## src/rtl/line_raster.sv

```systemverilog
// line_raster: Bresenham line rasteriser with screen clipping.
// The endpoints and colour are captured on start. One pixel is produced per
// DRAW cycle through a valid/ready handshake. Points outside the screen are
// stepped over without a handshake.
// Ports:
//   clk, rst_n                    clock, asynchronous active-low reset
//   start, x0, y0, x1, y1, color  line request (sampled in IDLE only)
//   px_valid, px_ready            pixel handshake with the framebuffer writer
//   px_x, px_y, px_color          pixel payload
//   busy                          high whenever the FSM is not in IDLE
//   done                          one-cycle pulse after the last point
module line_raster #(
    parameter int unsigned H_RES = 640,
    parameter int unsigned V_RES = 480
) (
    input  logic        clk,
    input  logic        rst_n,
    input  logic        start,
    input  logic [9:0]  x0,
    input  logic [9:0]  x1,
    input  logic [8:0]  y0,
    input  logic [8:0]  y1,
    input  logic [11:0] color,
    output logic        px_valid,
    input  logic        px_ready,
    output logic [9:0]  px_x,
    output logic [8:0]  px_y,
    output logic [11:0] px_color,
    output logic        busy,
    output logic        done
);

    localparam int unsigned XW  = 10;
    localparam int unsigned YW  = 9;
    localparam int unsigned CW  = 12;
    localparam int unsigned CXW = XW + 1;
    localparam int unsigned CYW = YW + 1;
    localparam int unsigned DW  = 11;
    localparam int unsigned EW  = 12;
    localparam int unsigned E2W = 13;

    typedef enum logic [1:0] {IDLE, SETUP, DRAW, DONE} state_e;

    state_e                state_q, state_d;
    logic [XW-1:0]         x0_q, x0_d, x1_q, x1_d;
    logic [YW-1:0]         y0_q, y0_d, y1_q, y1_d;
    logic [CW-1:0]         col_q, col_d;
    logic [DW-1:0]         dx_q, dx_d;
    logic signed [DW-1:0]  dy_q, dy_d;
    logic                  sx_neg_q, sx_neg_d, sy_neg_q, sy_neg_d;
    logic signed [EW-1:0]  err_q, err_d;
    logic [CXW-1:0]        cx_q, cx_d;
    logic [CYW-1:0]        cy_q, cy_d;

    // Bresenham decision terms, all taken from the pre-update error.
    logic signed [E2W-1:0] e2_c, dx13_c, dy13_c;
    logic                  step_x_c, step_y_c, visible_c, at_end_c, fire_c;
    logic [XW-1:0]         adx_c;
    logic [YW-1:0]         ady_c;

    assign e2_c      = {err_q, 1'b0};
    assign dx13_c    = $signed({2'b00, dx_q});
    assign dy13_c    = $signed({{2{dy_q[DW-1]}}, dy_q});
    assign step_x_c  = (e2_c >= dy13_c);
    assign step_y_c  = (e2_c <= dx13_c);
    assign visible_c = (cx_q < CXW'(H_RES)) && (cy_q < CYW'(V_RES));
    assign at_end_c  = (cx_q == {1'b0, x1_q}) && (cy_q == {1'b0, y1_q});
    // Clipped points never wait for the downstream writer.
    assign fire_c    = !visible_c || px_ready;
    assign adx_c     = (x1_q >= x0_q) ? (x1_q - x0_q) : (x0_q - x1_q);
    assign ady_c     = (y1_q >= y0_q) ? (y1_q - y0_q) : (y0_q - y1_q);

    // Next-state and datapath update.
    always_comb begin
        state_d  = state_q;
        x0_d     = x0_q;
        x1_d     = x1_q;
        y0_d     = y0_q;
        y1_d     = y1_q;
        col_d    = col_q;
        dx_d     = dx_q;
        dy_d     = dy_q;
        sx_neg_d = sx_neg_q;
        sy_neg_d = sy_neg_q;
        err_d    = err_q;
        cx_d     = cx_q;
        cy_d     = cy_q;
        unique case (state_q)
            IDLE: begin
                if (start) begin
                    x0_d    = x0;
                    x1_d    = x1;
                    y0_d    = y0;
                    y1_d    = y1;
                    col_d   = color;
                    state_d = SETUP;
                end
            end
            SETUP: begin
                dx_d     = {1'b0, adx_c};
                dy_d     = $signed(DW'(0) - {2'b00, ady_c});
                sx_neg_d = !(x0_q < x1_q);
                sy_neg_d = !(y0_q < y1_q);
                err_d    = $signed({2'b00, adx_c}) - $signed({3'b000, ady_c});
                cx_d     = {1'b0, x0_q};
                cy_d     = {1'b0, y0_q};
                state_d  = DRAW;
            end
            DRAW: begin
                if (fire_c) begin
                    if (at_end_c) begin
                        state_d = DONE;
                    end else begin
                        err_d = err_q
                              + (step_x_c ? $signed({dy_q[DW-1], dy_q}) : EW'(0))
                              + (step_y_c ? $signed({1'b0, dx_q})       : EW'(0));
                        if (step_x_c) cx_d = sx_neg_q ? cx_q - CXW'(1) : cx_q + CXW'(1);
                        if (step_y_c) cy_d = sy_neg_q ? cy_q - CYW'(1) : cy_q + CYW'(1);
                    end
                end
            end
            DONE: begin
                state_d = IDLE;
            end
            default: state_d = IDLE;
        endcase
    end

    // State and datapath registers.
    always_ff @(posedge clk or negedge rst_n) begin
        if (!rst_n) begin
            state_q  <= IDLE;
            x0_q     <= '0;
            x1_q     <= '0;
            y0_q     <= '0;
            y1_q     <= '0;
            col_q    <= '0;
            dx_q     <= '0;
            dy_q     <= '0;
            sx_neg_q <= 1'b0;
            sy_neg_q <= 1'b0;
            err_q    <= '0;
            cx_q     <= '0;
            cy_q     <= '0;
        end else begin
            state_q  <= state_d;
            x0_q     <= x0_d;
            x1_q     <= x1_d;
            y0_q     <= y0_d;
            y1_q     <= y1_d;
            col_q    <= col_d;
            dx_q     <= dx_d;
            dy_q     <= dy_d;
            sx_neg_q <= sx_neg_d;
            sy_neg_q <= sy_neg_d;
            err_q    <= err_d;
            cx_q     <= cx_d;
            cy_q     <= cy_d;
        end
    end

    // Outputs are decoded straight from registers, so reset clears them at once.
    assign px_valid = (state_q == DRAW) && visible_c;
    assign px_x     = cx_q[XW-1:0];
    assign px_y     = cy_q[YW-1:0];
    assign px_color = col_q;
    assign busy     = (state_q != IDLE);
    assign done     = (state_q == DONE);

endmodule

```

## config.mk

```make
export PLATFORM = sky130hd
export DESIGN_NAME = line_raster
export DESIGN_NICKNAME = d
export VERILOG_FILES = /design/src/rtl/line_raster.sv
export SDC_FILE = /design/constraint.sdc
export NUM_CORES = 1
export LEC_CHECK = 0
export CORE_MARGIN = 3
export CORE_UTILIZATION = 55
export CTS_CLUSTER_SIZE = 14
export DETAILED_ROUTE_END_ITERATION = 16
export GPL_ROUTABILITY_DRIVEN = 0
export HOLD_SLACK_MARGIN = 0.15
export PLACE_DENSITY = 0.75
export SETUP_SLACK_MARGIN = 0.1
export SLEW_MARGIN = 20
export SYNTH_ARGS = -nofsm -noshare
export SYNTH_HDL_FRONTEND = slang
export SYNTH_SLANG_ARGS = --single-unit
```

## constraint.sdc

```tcl
create_clock -name clk -period 5.2 [get_ports clk]
set_clock_uncertainty 0.15 [all_clocks]
set_input_delay 1.04 -clock clk [delete_from_list [all_inputs] [get_ports clk]]
set_output_delay 1.04 -clock clk [all_outputs]
set_load 0.01 [all_outputs]
```

Word level (Yosys, flattened, before mapping)
Index checks and enable logic that the tools add are counted.
- $add $sub $neg: 12
- magnitude comparators: 8
- equality and inequality tests: 11
- muxes and demuxes: 21
- reduce and logical (&&, ||, !) cells: 15
- operators with widths (kind ; count):
    2-to-1 mux 10 bit ; 6
    2-to-1 mux 11 bit ; 4
    2-to-1 mux 12 bit ; 3
    case mux 12 bit (2 select lines) ; 1
    case mux 11 bit (2 select lines) ; 1
    case mux 10 bit (2 select lines) ; 1
    subtractor 10 bit ; 2
    subtractor 9 bit ; 2
    greater-or-equal comparator 13 x 10 -> 1 bit ; 1
    less-or-equal comparator 13 x 11 -> 1 bit ; 1
    adder 12 x 11 -> 12 bit ; 1
    adder 12 bit ; 1
    != test 2 bit (second input constant) ; 6
    adder 11 x 1 -> 11 bit (second input constant) ; 1
    == test 11 x 10 -> 1 bit ; 1
    less-than comparator 11 x 10 -> 1 bit (second input constant) ; 1
    subtractor 10 x 9 -> 11 bit ; 1
    subtractor 11 x 1 -> 11 bit (second input constant) ; 1
    adder 10 x 1 -> 10 bit (second input constant) ; 1
    == test 10 x 9 -> 1 bit ; 1
    greater-or-equal comparator 10 bit ; 1
    less-than comparator 10 bit ; 1
    less-than comparator 10 x 9 -> 1 bit (second input constant) ; 1
    subtractor 1 x 9 -> 10 bit (first input constant) ; 1
    other kinds (16) ; 26
- bits in registers: 107
- bits of input ports: 54
- output and inout port bits: 34
- logic and storage cells: 80

Logic depth before layout (Yosys ltp)
Gate-level depths: netlist (run 1).
- depth after elaboration: 7
- depth in mapped cells: 25
- depth with buffers taken out: 24

Least setup slack after synthesis (run 1)
No wires, ideal clock.
- path type: reg-to-reg
- start: register err_q[1]
- end: register err_q[11]
- setup time: 82 ps
- arrival time: 4483 ps
- required time: 4968 ps
- slack: 485 ps
- cell stages (with the launch flop): 23
- path buffers: 1
- period minus slack after synthesis: 4715 ps
- cell sequence: dfrtp_1 ha_1 a21o_1 a21o_1 a21oi_1 nor2_1 or4b_1 a21o_1 clkbuf_1 and2_1 fa_1 ha_1 inv_1 fa_1 inv_1 a21oi_1 o21bai_1 a21o_1 a21oi_1 o21a_1 o21ai_0 or3_1 a31oi_1
- cells in the longest elaborated chain, start to end: 7
- elaborated cells on any way between the ends: 9
- classes of those cells: add/sub (2); order compare (2); mux (5)
- RTL lines (what ; RTL line ; text):
    from (decl) ; 51 ; logic signed [EW-1:0] err_q, err_d;
    from (signal assigned) ; 156 ; err_q <= err_d;
    greater-or-equal comparator 13 x 10 -> 1 bit ; 64 ; assign step_x_c = (e2_c >= dy13_c);
    2-to-1 mux 12 bit ; 115 ; + (step_x_c ? $signed({dy_q[DW-1], dy_q}) : EW'(0))
    adder 12 bit ; 115 ;
    adder 12 x 11 -> 12 bit * ; 116 ; + (step_y_c ? $signed({1'b0, dx_q}) : EW'(0));
    2-to-1 mux 12 bit * ; 111 ; if (at_end_c) begin
    2-to-1 mux 12 bit * ; 110 ; if (fire_c) begin
    case mux 12 bit (2 select lines) * ; 88 ; unique case (state_q)
Every way passes the cells marked *; elsewhere a longest branch is shown, timed or not. The select of a mux whose other input is x is not followed.
A chain may end at the register's enable or synchronous reset.

Final worst setup path (run 1)
Same ends and word-level chain as after synthesis.

==> flow_metrics.py, run 1 <==
metrics = {
    "status": {
        "status": "complete, no violations",
    },
    "timing": {
        "slew_violations": 0,
        "fmax_ghz": 0.206,
        "finalSetupTns_ns": 0,
        "layout_min_cycle_time_ns": 4.86,
        "max_slew_margin": 0.347,
        "setup_viol": 0,
        "rsz0062_at_grt": "true",
        "min_period_over_period": 0.935,
        "hold_viol_final": 0,
        "max_slew.worst_pin.slew_ns": 0.977,
    },
    "route": {
        "dr.pass1.iters": 5,
        "drt-initial-drc-count": 506,
        "ant_nets": 0,
        "wl_per_cell_um": 17.5,
        "wl_um": 22100,
        "vias": 7221,
        "vias_per_cell": 5.74,
        "remaining_drc_errors": 0,
    },
    "global_route": {
        "track_usage": 0.252,
        "grt_pass1_vias": 7232,
        "grt_start_max_net_pins": 51,
        "grt.overflow.total": 0,
        "grt_pass1_wl_um": 36400,
        "antenna_found_initial": 0,
    },
    "yosys": {
        "synthAdderAreaFrac": 0.180,
        "ys_seq_area_frac": 0.294,
        "synth-compound-area-share": 0.166,
        "synth_top_family_by_area": "adder cells",
        "syn_nets": 1150,
        "synth_xor_area_frac": 0.0593,
        "synth_flop_cell": "dfrtp_1",
        "ys_seq_elements": 107,
        "ys_warn_count": 0,
        "avgSynthCellArea_sq_um": 9.34,
        "async_flop_share": 1.00,
        "synthMuxAreaShare": 0.109,
        "synth-edff-count": 0,
        "postSynthCellCount": 976,
        "yosys.area_share.simple": 0.121,
        "syn_area_sq_um": 9110,
        "ys_types": 80,
    },
    "floorplan": {
        "pin_count": 88,
        "die-area_sq_um": 18100,
        "start_util": 0.567,
        "die_width_um": 135,
        "rows": 46,
        "coreArea_sq_um": 16100,
        "chipHeight_um": 135,
    },
    "hold_path": {
        "min_from": "px_color[11]$_DFFE_PN0P_",
        "hold_path.class": "reg -> reg",
    },
    "clock_tree": {
        "cts_buffer_depth": 2,
        "htree_levels": 3,
        "cts.clk_slew.worst_paths_ns": 0.08,
        "clock_sinks": 107,
        "cts_tree": "yes",
        "clkLatencyLatePin_ns": 0.37,
        "cts_inserted_buffers": 9,
        "ctsRootBufferMaster": "clkbuf_16",
    },
    "setup_path": {
        "end_kind": "flip-flop",
        "required_ns": 5.34,
        "arrival_ns": 5.00,
        "r2r_start": "err_q[1]$_DFFE_PN0P_",
        "critPathMaxFanout": 7,
        "setup.worst_path.class": "reg -> reg",
        "setup.worst_path.start": "err_q[1]$_DFFE_PN0P_",
        "worstSetupStartpointType": "flip-flop",
    },
    "final_layout": {
        "drive_above_1_share": 0.122,
        "multi_input_area_sq_um": 5820,
        "fin_util": 0.652,
        "fillers": 1317,
        "diodes": 0,
        "ff_latch_area_sq_um": 2680,
        "nets": 1212,
        "area_delta_synth_final_pct": 14.8,
    },
    "job": {
        "maxCapViolCount": 0,
    },
    "placement": {
        "dp_hpwl_um": 17000,
        "port_buffers": 87,
    },
}
-- worst paths after layout --
kind / slack [ns] / end / cells past startpoint
worst min register to register: 0.36 / px_color[11]$_DFFE_PN0P_ / 1
worst max register to register: 0.34 / err_q[11]$_DFFE_PN0P_ / 21
max in group asynchronous: 3.45 / err_q[1]$_DFFE_PN0P_ / 2
worst min-delay path: 0.36 / px_color[11]$_DFFE_PN0P_ / 1
min in group asynchronous: 0.50 / y0_q[1]$_DFFE_PN0P_ / 1
worst max-delay path: 0.34 / err_q[11]$_DFFE_PN0P_ / 21
-- stage by stage --
stage | instances | area, sq um | worst slack, ns | hold slack (ns)
5_1_grt | 1259 | 10500 | 0.0646 | 0.371
3_5_place_dp | 1240 | 10100 | 0.188 | 0.343
6_report | 1259 | 10500 | 0.338 | 0.359
2_1_floorplan | 976 | 9110 | 0.485 | 0.331
3_3_place_gp | 1240 | 10100 | 0.335 | 0.336
4_1_cts | 1256 | 10400 | 0.164 | 0.363
-- metal layers --
layer	vias to the layer above	track usage	wire length, um
met1	3465	0.351	10100
met3	33	0.0529	1370
met2	217	0.399	10100
met5	-	0	0
li1	3506	-	-
met4	0	0.0752	512
-- synth_stat cells (21+ instances only) --
master	n	area (sq um)
nand2_1	53	199
xor2_1	27	236
o21ai_0	47	235
buf_4	21	158
a21oi_1	68	340
mux2_2	68	766
ha_1	102	1280
a21o_1	28	210
inv_1	99	372
dfrtp_1	107	2680
xnor2_1	31	272
nor2_1	57	214
-- cells by family after synthesis --
family,Yosys count
compound gates,235
xor+xnor,60
fa+ha+maj,120
buf+inv,148
flops,107
mux,89
simple gates,217
-- worst max-delay path, stage by stage, from the launching register on --
cell and delay (ns):
dfrtp_2 0.44, ha_1 0.30, a21o_1 0.19, a21o_1 0.17, a21oi_1 0.16, nor2_1 0.08
or4b_4 0.53, a21o_4 0.26, and2_1 0.17, fa_1 0.46, ha_1 0.23, inv_1 0.07
fa_2 0.20, inv_1 0.04, a21oi_1 0.15, o21bai_1 0.11, a21o_1 0.21, a21oi_2 0.16
o21a_1 0.16, o21ai_1 0.09, or3_1 0.31, a31oi_1 0.16
-- layout make-up --
type	instances	area share
clock buffer	9	0.0215
clock inverter	7	0.0123
inverter	99	0.0355
multi-input combinational	721	0.556
sequential	107	0.256
tap	216	0.0258
timing repair buffer	100	0.0923
-- layout by cell type (no fill, tap or decap), types with 5 or more instances in the layout --
cell type and count:
dfrtp_1 106, ha_1 101, inv_1 99, clkdlybuf4s50_1 86, mux2_2 68, a21oi_1 65
nor2_1 57, nand2_1 52, o21ai_0 46, xnor2_1 31, a21o_1 27, xor2_1 27
nand3_1 18, mux2i_1 18, o21a_1 17, fa_1 17, nor2b_1 14, buf_4 14
nor3_1 13, nand4_1 11, o211ai_1 9, nand2b_1 9, and2_1 9, clkbuf_16 9
o21bai_1 8, o21ai_1 8, a31oi_1 7, a21oi_2 5
-- sequential cells by signal, summed over array words and instances (netlist names), 2 cells and up --
| signal | flops |
|---|---|
| cx_q | 11 |
| cy_q | 10 |
| dx_q | 10 |
| dy_q | 10 |
| err_q | 12 |
| px_color | 12 |
| state_q | 2 |
| x0_q | 10 |
| x1_q | 10 |
| y0_q | 9 |
| y1_q | 9 |
-- repair_timing --
item,in CTS,in global routing
setup endpoints to repair,0,4
hold buffers,0,0
buffers inserted,0,3
resized for setup,0,7
Power of run 1 is left out: the tool's default activity adds up to more than one toggle a clock period on the data nets, which glitch-free logic cannot reach.
==> run 2, diff against run 1 <==
==> constraint.sdc (replaced) <==
create_clock -name clk -period 5.2 [get_ports clk]
set_clock_uncertainty 0.15 [all_clocks]
set_input_delay 0.52 -clock clk [delete_from_list [all_inputs] [get_ports clk]]
set_output_delay 0.52 -clock clk [all_outputs]
set_load 0.01 [all_outputs]
==> run 2 against run 1 <==
Net effect:
- flip-flop and latch count stayed put
- via count up 0.29%
- design area is 0.32% lower
- core utilization shrank 0.21 points
- final cell count is 0.16% higher
- routed wire length up 1.4%
- die area unchanged
- largest cell class unchanged
- critical path depth is 1 higher
- fmax shrank 0.17%
- register-to-register slack barely moved
- clock-buffer cell count is the same
- first-iteration DRC count down 9.7%
==> flow_metrics.py, run 2 (synthesis gave the netlist of run 1 again) <==
metrics = {
    "route": {
        "wl_per_cell_um": 17.8,
        "top_layer": "met4",
        "remaining_drc_errors": 0,
        "met3_length_um": 1240,
        "drt-initial-drc-count": 457,
        "dr.pass1.iters": 5,
        "wl_met1_um": 10400,
        "ant_nets": 0,
        "wl_met2_um": 10300,
        "wl_um": 22400,
        "vias": 7242,
        "vias_per_cell": 5.74,
    },
    "timing": {
        "hold_viol_final": 0,
        "fmax_ghz": 0.205,
        "max_slew.worst_pin.slew_ns": 0.840,
        "max_slew_margin": 0.440,
        "rsz0062_at_grt": "false",
        "finalSetupTns_ns": 0,
        "min_period_over_period": 0.937,
        "layout_min_cycle_time_ns": 4.87,
        "slew_violations": 0,
        "setup_viol": 0,
    },
    "final_layout": {
        "area_delta_synth_final_pct": 14.5,
        "final_common_cell": "dfrtp_1",
        "stdcell_count": 1261,
        "layout_common_cells": "107 x dfrtp_1, 101 x ha_1, 99 x inv_1",
        "ff_latch_area_sq_um": 2680,
        "diodes": 0,
        "fin_util": 0.649,
        "multi_input_area_sq_um": 5820,
        "fillers": 1343,
        "drive_above_1_share": 0.121,
        "nets": 1215,
    },
    "floorplan": {
        "coreArea_sq_um": 16100,
        "pin_count": 88,
        "die_width_um": 135,
        "die-area_sq_um": 18100,
        "rows": 46,
        "start_util": 0.567,
        "chipHeight_um": 135,
    },
    "global_route": {
        "track_usage": 0.254,
        "antenna_found_initial": 0,
        "grt.overflow.total": 0,
        "grt_pass1_vias": 7278,
        "grt_start_max_net_pins": 76,
        "grt_pass1_wl_um": 36800,
    },
    "clock_tree": {
        "cts_tree": "yes",
        "htree_levels": 3,
        "ctsRootBufferMaster": "clkbuf_16",
        "cts_inserted_buffers": 9,
        "cts.clk_slew.worst_paths_ns": 0.08,
        "clock_sinks": 107,
        "clkLatencyLatePin_ns": 0.37,
        "cts_buffer_depth": 2,
    },
    "setup_path": {
        "worstSetupStartpointType": "flip-flop",
        "setup.worst_path.class": "reg -> reg",
        "r2r_slack_ns": 0.33,
        "arrival_ns": 5.00,
        "required_ns": 5.33,
        "critPathMaxFanout": 7,
        "end_kind": "flip-flop",
    },
    "placement": {
        "dp_hpwl_um": 17300,
        "dpl.cell_count": 1242,
        "port_buffers": 87,
    },
    "status": {
        "status": "complete, no violations",
    },
    "hold_path": {
        "hold_path.class": "reg -> reg",
    },
    "job": {
        "maxCapViolCount": 0,
    },
}
-- run 2: metrics by stage --
| step | setup slack [ns] | instance area (sq um) | hold WS (ns) |
|---|---|---|---|
| after floorplan | 0.485 | 9110 | 0.0744 |
| final | 0.330 | 10400 | 0.357 |
| after CTS | 0.200 | 10400 | 0.218 |
| after detailed placement | 0.223 | 10100 | 0.346 |
| after global placement | 0.341 | 10100 | 0.336 |
| after global routing | 0.105 | 10400 | 0.377 |
-- run 2: path summary, 6_finish.rpt --
path | from | end | depth (start not counted)
max | dy_q[2]$_DFFE_PN0P_ | err_q[11]$_DFFE_PN0P_ | 22
max reg2reg | dy_q[2]$_DFFE_PN0P_ | err_q[11]$_DFFE_PN0P_ | 22
min in group asynchronous | rst_n | y0_q[1]$_DFFE_PN0P_ | 2
max in group asynchronous | rst_n | err_q[0]$_DFFE_PN0P_ | 4
min | px_color[10]$_DFFE_PN0P_ | px_color[10]$_DFFE_PN0P_ | 1
min reg2reg | px_color[10]$_DFFE_PN0P_ | px_color[10]$_DFFE_PN0P_ | 1
-- run 2: routing by layer --
layer,up-vias,GRT usage
met1,3531,0.354
li1,3518,-
met2,166,0.400
met5,-,0
met4,0,0.0690
met3,27,0.0589
-- run 2: repair_timing --
action,in CTS,in global routing
setup endpoints to repair,0,3
buffers inserted,0,2
gates resized for setup,0,4
hold buffers,0,1
endpoints found under the hold margin,0,26
-- run 2: final cells by class --
type	instances	share of cell area
inverters	99	0.0356
flip-flops and latches	107	0.257
clock buffers	9	0.0216
repair buffers	103	0.0969
multi-input cells	721	0.558
clock inverters	6	0.00540
well taps	216	0.0259
-- run 2: critical path: stages (launching register included) --
cell      delay, ns
dfrtp_1        0.34
inv_1          0.06
ha_1           0.31
a21o_1         0.19
a21o_1         0.17
a21oi_1        0.17
nor2_1         0.08
or4b_1         0.54
a21o_4         0.25
and2_1         0.17
fa_1           0.45
ha_1           0.22
inv_1          0.07
fa_2           0.21
inv_1          0.04
a21oi_1        0.14
o21bai_1       0.11
a21o_1         0.20
a21oi_2        0.17
o21a_1         0.15
o21ai_0        0.11
or3_1          0.32
a31oi_1        0.16
Power of run 2 is left out for the same reason.
